File: config.mk
export PLATFORM = sky130hd
export DESIGN_NAME = regbank_seq
export DESIGN_NICKNAME = d
export VERILOG_FILES = /design/src/rtl/regbank_seq.sv
export SDC_FILE = /design/constraint.sdc
export NUM_CORES = 1
export LEC_CHECK = 0
export BUFFER_PORTS_ARGS = -buffer_cell sky130_fd_sc_hd__buf_2
export CAP_MARGIN = 20
export CORE_UTILIZATION = 51
export CTS_BUF_LIST = sky130_fd_sc_hd__clkbuf_4
export CTS_CLUSTER_SIZE = 16
export DETAILED_ROUTE_END_ITERATION = 16
export PLACE_DENSITY = 0.91
export SYNTH_ARGS = -nofsm -noshare
export SYNTH_HDL_FRONTEND = slang
export SYNTH_SLANG_ARGS = --single-unit
File: constraint.sdc
create_clock -name i_clock -period 2 [get_ports i_clock]
set_clock_uncertainty 0.1 [all_clocks]
set_input_delay 0.2 -clock i_clock [delete_from_list [all_inputs] [get_ports i_clock]]
set_output_delay 0.2 -clock i_clock [all_outputs]
set_load 0.1 [all_outputs]
File: src/rtl/regbank_seq.sv
// Command sequencer for the 16 x 64-bit complex register bank and its external ALU.
// Bank/ALU controls decode combinationally from the FSM state and the latched command.
module regbank_seq #(
  parameter int TIMEOUT = 16
) (
  input  logic        i_clock,
  input  logic        i_reset,
  input  logic        i_cmd_valid,
  output logic        o_cmd_ready,
  input  logic [2:0]  i_cmd_op,
  input  logic [3:0]  i_cmd_dst,
  input  logic [3:0]  i_cmd_srcA,
  input  logic [3:0]  i_cmd_srcB,
  input  logic        i_cmd_cA,
  input  logic        i_cmd_cB,
  input  logic [1:0]  i_cmd_endreg,
  input  logic [63:0] i_cmd_data,
  output logic        o_regwe,
  output logic [3:0]  o_selwreg,
  output logic [1:0]  o_endreg,
  output logic [63:0] o_inA,
  output logic [3:0]  o_seloutA,
  output logic [3:0]  o_seloutB,
  output logic        o_cnstA,
  output logic        o_cnstB,
  output logic        o_enrregA,
  output logic        o_enrregB,
  input  logic [63:0] i_outA,
  output logic        o_alu_start,
  output logic [1:0]  o_alu_op,
  input  logic        i_alu_done,
  input  logic [63:0] i_alu_res,
  output logic        o_busy,
  output logic        o_cmd_done,
  output logic        o_err_timeout
);
  localparam int CW = (TIMEOUT > 1) ? $clog2(TIMEOUT) : 1;
  localparam logic [2:0] OP_NOP = 3'b000, OP_LOAD = 3'b001, OP_SWP = 3'b011;

  typedef enum logic [2:0] {S_IDLE, S_READ, S_LAUNCH, S_WAIT, S_WRITE} state_t;

  typedef struct packed {
    logic [2:0]  op;
    logic [3:0]  dst;
    logic [3:0]  srca;
    logic [3:0]  srcb;
    logic        ca;
    logic        cb;
    logic [1:0]  endreg;
    logic [63:0] data;
  } cmd_t;

  state_t         r_state, w_nxt;
  cmd_t           r_cmd;
  logic [63:0]    r_res;
  logic [CW-1:0]  r_cnt;
  logic           w_accept, w_alu, w_last;

  assign w_accept = i_cmd_valid && o_cmd_ready;
  assign w_alu    = r_cmd.op[2];
  assign w_last   = (r_cnt == CW'(TIMEOUT - 1));

  always_ff @(posedge i_clock) begin
    if (i_reset) r_state <= S_IDLE;
    else         r_state <= w_nxt;
  end

  // Counter is held at 0 outside WAIT so it restarts on every WAIT entry.
  always_ff @(posedge i_clock) begin
    if (i_reset) begin
      r_cmd <= '0;
      r_res <= '0;
      r_cnt <= '0;
    end else begin
      if (w_accept)
        r_cmd <= '{op: i_cmd_op, dst: i_cmd_dst, srca: i_cmd_srcA, srcb: i_cmd_srcB,
                   ca: i_cmd_cA, cb: i_cmd_cB, endreg: i_cmd_endreg, data: i_cmd_data};
      if (r_state == S_WAIT && i_alu_done) r_res <= i_alu_res;
      r_cnt <= (r_state == S_WAIT) ? r_cnt + 1'b1 : '0;
    end
  end

  always_comb begin
    w_nxt = r_state;
    case (r_state)
      S_IDLE:   if (w_accept)
                  w_nxt = (i_cmd_op == OP_NOP || i_cmd_op == OP_LOAD) ? S_WRITE : S_READ;
      S_READ:   w_nxt = w_alu ? S_LAUNCH : S_WRITE;
      S_LAUNCH: w_nxt = S_WAIT;
      S_WAIT:   if (i_alu_done)  w_nxt = S_WRITE;
                else if (w_last) w_nxt = S_IDLE;
      S_WRITE:  w_nxt = S_IDLE;
      default:  w_nxt = S_IDLE;
    endcase
  end

  // Every output is forced low while reset is high, even mid-command.
  always_comb begin
    o_cmd_ready   = 1'b0;
    o_busy        = 1'b0;
    o_regwe       = 1'b0;
    o_selwreg     = '0;
    o_endreg      = '0;
    o_inA         = '0;
    o_seloutA     = '0;
    o_seloutB     = '0;
    o_cnstA       = 1'b0;
    o_cnstB       = 1'b0;
    o_enrregA     = 1'b0;
    o_enrregB     = 1'b0;
    o_alu_start   = 1'b0;
    o_alu_op      = '0;
    o_cmd_done    = 1'b0;
    o_err_timeout = 1'b0;
    if (!i_reset) begin
      if (r_state == S_IDLE) o_cmd_ready = 1'b1;
      else begin
        o_busy    = 1'b1;
        o_alu_op  = w_alu ? r_cmd.op[1:0] : 2'b00;
        o_seloutA = r_cmd.srca;
        o_seloutB = w_alu ? r_cmd.srcb : 4'd0;
      end
      case (r_state)
        S_READ: begin
          o_cnstA   = r_cmd.ca;
          o_enrregA = 1'b1;
          o_cnstB   = w_alu && r_cmd.cb;
          o_enrregB = w_alu;
        end
        S_LAUNCH: o_alu_start = 1'b1;
        S_WAIT:   o_err_timeout = !i_alu_done && w_last;
        S_WRITE: begin
          o_cmd_done = 1'b1;
          o_regwe    = (r_cmd.op != OP_NOP);
          o_selwreg  = r_cmd.dst;
          o_endreg   = (r_cmd.op == OP_SWP) ? 2'b11 : r_cmd.endreg;
          if (w_alu)                     o_inA = r_res;
          else if (r_cmd.op == OP_LOAD)  o_inA = r_cmd.data;
          else if (r_cmd.op != OP_NOP)   o_inA = i_outA;
        end
        default: ;
      endcase
    end
  end
endmodule

==> impl_results.md, run 1 <==
- Outcome: did not finish
- Last step reached: global routing (5_1_grt)
- Err: [ERROR GRT-0232] Routing congestion too high. Check the congestion heatmap in the GUI.
- TritonCTS Buffers: 17
- FFs w/ async S/R, synth: 0
- Chip width: ~120 um
- Register area share after synthesis: 0.402
- Row cnt: 44
- Post-Syn Instances: between 800 and 900
- Netlist cell types: 34
- Boundary pin count: approximately 300
- Worst EP Category: top-level output
- Starting Density: 0.526
- Grt total ovfl: 35
- Cell taking the most area after synthesis: dfxtp_1
- Syn_area_per_cell: 9.04 um2
- GP Congestion: between 0.8 and 0.9
- Yosys reg bits: about 150
- Port Buffer Count: approximately 300
- Warnings from Yosys: 0
- Clk buf depth: 2
- Number of synthesized flops with an enable pin: 0
- CTS sink count: 154
- H-tree levels: 4
- Top post-synthesis cells by area: dfxtp_1, mux2_4, nor2b_1
- Syn_nets: 1065
- Top cell type's share of synthesized area: 0.402
- Pin count of the biggest net entering global routing: 77
- Worst_ep grt: o_inA[58]
- Top_reg_cell synth: dfxtp_1
- Combined area of all synthesized cells: roughly 7700 um2
- Hpwl dp: between 15 and 20 mm
- CTS root buf: clkbuf_4
- GRT Overall Usage: 0.710
- Die height: between 100 and 150 um
[per-layer routing]
metal,overflow,track usage
met4,22,0.820
met1,0,0.707
met5,0,0
met2,13,0.952
met3,0,0.424
[stage by stage]
step	area, um2	setup slack, ns	TNS (ns)	util	std cells
2_1_floorplan	8710	-0.517	-61.23	-	849
3_3_place_gp	11500	0.141	0	0.788	1288
3_5_place_dp	11500	0.0913	0	0.788	1288
4_1_cts	13600	-0.548	-37.57	0.930	1478
[cells by family after synthesis]
kind of cell	synth area share
AND/OR/NAND/NOR	0.265
XOR/XNOR	0.00228
AO/OA/AOI/OAI	0.121
flip-flops	0.402
buffers and inverters	0.0522
multiplexers	0.156
adder cells (fa/ha/maj)	0.00163
[what timing repair did]
| item | in CTS |
|---|---|
| pin swaps | 2 |
| hold buffers | 149 |
| setup endpoints to repair | 90 |
| gates resized for setup | 54 |
| buffers inserted | 8 |
| cloned | 1 |
| hold endpoints to repair | 150 |
[Yosys cell counts (2+ instances only)]
cell,instances
nor4b_1,2
buf_2,8
mux2_4,70
buf_1,4
nand3_1,3
nor2b_1,154
and2_1,11
nor2_1,14
nand2_1,130
clkbuf_1,57
dfxtp_1,154
and3_1,2
buf_6,11
a221oi_1,65
a21oi_1,65
and3b_1,2
mux2_2,13
nor3_1,68
==> inputs of run 2 (changes only) <==
- CORE_UTILIZATION: 51 -> 40
- CTS_BUF_LIST: sky130_fd_sc_hd__clkbuf_4 -> not set
- CTS_CLUSTER_SIZE: 16 -> not set
- PLACE_DENSITY: 0.91 -> not set
- PLACE_DENSITY_LB_ADDON: not set -> 0.15
==> run 2 against run 1 <==
Against the previous run: the flow now finishes, with violations (negative setup slack); synthesized cell count stayed put; area after synthesis unchanged.
==> impl_results.md, run 2 <==
- Outcome: finished with violations
- Failing checks: negative setup slack
- CP endpoint kind: output port
- CTS tree: built
- Largest regs: r_cmd: 83 flops, r_res: 64 flops, r_cnt: 4 flops
- Register area share after synthesis: 0.402 (unchanged)
- Top post-synthesis cells by area: dfxtp_1, mux2_4, nor2b_1
- Final count of hold timing violations: 0
- CTS root buf: clkbuf_16
- Initial DRC Count: approximately 340
- Hold Crit Depth: 3
- Chip width: 140 um (+13%)
- DRT antenna net count: 0
- Power per cell area: ~620 nW/um2
- Core footprint: 18800 um2
- Setup_tns: -19.88 ns
- Grt total ovfl: 0
- PnR worst setup slack: -0.348 ns
- Leakage: 5.60 nW
- Worst-margin pin slew: around 0.63 ns
- Port Buffer Count: 304 (unchanged)
- Number of fill cells: 1311
- Number of synthesized flops with an enable pin: 0 (unchanged)
- Clk slew on worst S/H paths: about 0.06 ns
- Row cnt: 50 (+14%)
- Starting Density: 0.409 (-0.117)
- Final Instance Count excl. Fillers: 1515
- Clk buf depth: 2 (unchanged)
- Min Clock Period, post-route: 2.35 ns
- Reg2reg path depth: 5
- Crit path kind: register to output port
- WL final: between 20 and 30 mm
- Die ar.: 19700 um2
- Area of the multi-input gates: between 5000 and 6000 um2
- Netlist cell types: 34 (unchanged)
- GP Congestion: 0.779 (-7.1%)
- Net count, final: 1483
- Reg2reg setup slack: 0.16 ns
- FFs w/ async S/R, synth: 0 (unchanged)
- Register area: 3090 um2
- HP Class: input pin to register
- Syn_area_per_cell: 9.04 um2 (unchanged)
- Syn-to-layout area delta: 78.8%
- CTS sink count: 154 (unchanged)
- GRT Overall Usage: 0.265
- Yosys reg bits: 154 (unchanged)
- First-pass GRT wire length: just over 40 mm
- DP Cell Count: 1333 (+3.5%)
- Warnings from Yosys: 0 (unchanged)
- First drt pass iteration count: 4
- Max-slew violations: 0
- Post-synth top cells: dfxtp_1, nor2b_1, nand2_1
- Req. time, crit path: 1.70 ns
- H-tree levels: 4 (unchanged)
- F_max: around 0.43 GHz
- Max_cap viols: 0
- Initial antenna violation count: 4
- DRC viols: 0
- Boundary pin count: 305 (unchanged)
- Share of post-route cells with drive strength above 1: 0.426
- Combined area of all synthesized cells: 7670 um2 (unchanged)
- TritonCTS Buffers: 17 (unchanged)
- Hpwl dp: 16.5 mm (-11%)
- Crit Path Max Fanout: 32
- Peak supply drop: about 580 uV
- Largest register FFs: 83
- Number of global-route vias before repair: approximately 8100
- Setup crit start kind: register
- RSZ-0062 raised after global routing: true
- Cell taking the most area after synthesis: dfxtp_1
- Top cell type's share of synthesized area: 0.402 (unchanged)
- Final Cycle Share: 1.17
- Commonest non-fill, non-tap cell in the layout: buf_2
- Top_reg_cell synth: dfxtp_1
- Total vias in the final route: roughly 8000
- Most frequent cells in the layout: buf_2, dfxtp_1, nor2b_1
- Critical Path AT: 2.05 ns
- Hold_ws: ~0.11 ns
- Total power: between 0.008 and 0.009 W
- Clock Latency Late Sink: 0.41 ns
- Die height: 140 um (+13%)
- Setup violators final: 74
- Routed len/inst: between 15 and 20 um
- Via/cell ratio: roughly 5.2
- Relative slew slack: 0.578
- Final Util: 0.731
- Post-Syn Instances: 849 (unchanged)
- Pin count of the biggest net entering global routing: roughly 130
- Top reg by flops: r_cmd
- Syn_nets: 1065 (unchanged)
[run 2: cell counts after synthesis]
Identical to the previous run, type by type.
[run 2: cell families after synthesis]
kind of cell             after synthesis  synth area share
XOR/XNOR                               2           0.00228
buffers and inverters                 82            0.0522
flip-flops                           154             0.402
AND/OR/NAND/NOR                      392             0.265
AO/OA/AOI/OAI                        135             0.121
adder cells (fa/ha/maj)                1           0.00163
multiplexers                          83             0.156
[run 2: path summary, 6_finish.rpt]
kind	from	endpoint
max	r_state[0]	o_inA[52]
max reg2reg	r_state[1]	r_res[46]
min reg2reg	r_res[31]	r_res[31]
min	i_cmd_valid	r_state[2]
[run 2: where the power goes]
| part | internal, W | switching, W |
|---|---|---|
| sequential | 0.00323 | 0.0000962 |
| combinational | 0.00101 | 0.00105 |
| clock | 0.00186 | 0.00127 |
| total | 0.00610 | 0.00242 |
[run 2: final cells by class]
| type | count | share of cell area |
|---|---|---|
| clock inverter | 11 | 0.00912 |
| inverter | 2 | 0.00146 |
| antenna | 3 | 0.000547 |
| sequential | 154 | 0.225 |
| tap | 234 | 0.0213 |
| multi-input combinational | 613 | 0.370 |
| clock buffer | 19 | 0.0323 |
| timing repair buffer | 479 | 0.340 |
[run 2: layer usage]
| layer | up-vias | track usage | part of all wire |
|---|---|---|---|
| met5 | - | 0 | 0.00042 |
| met1 | 3720 | 0.310 | 0.42 |
| met4 | 2 | 0.113 | 0.024 |
| met2 | 271 | 0.462 | 0.50 |
| met3 | 41 | 0.0626 | 0.055 |
| li1 | 3775 | - | - |
[run 2: critical path: stages, from the launching register on]
cell	delay [ns]
dfxtp_2	0.32
or4b_4	0.57
buf_12	0.25
nor3_4	0.25
buf_12	0.21
[run 2: what timing repair did]
action	4_1_cts	5_1_grt
gates resized for setup	16	2
cloned	0	0
endpoints found under the hold margin	147	0
setup endpoints to repair	87	80
pin swaps	0	0
hold buffers	147	0
setup buffers	2	0
[run 2: per-stage QoR]
| stage | setup slack [ns] | area, um2 |
|---|---|---|
| floorplan | -0.517 | 8710 |
| global placement | 0.102 | 11600 |
| detailed placement | 0.0815 | 11600 |
| CTS | -0.374 | 13700 |
| global route | -0.405 | 13700 |
| finish | -0.348 | 13700 |
(Power assumes the default switching activity.)
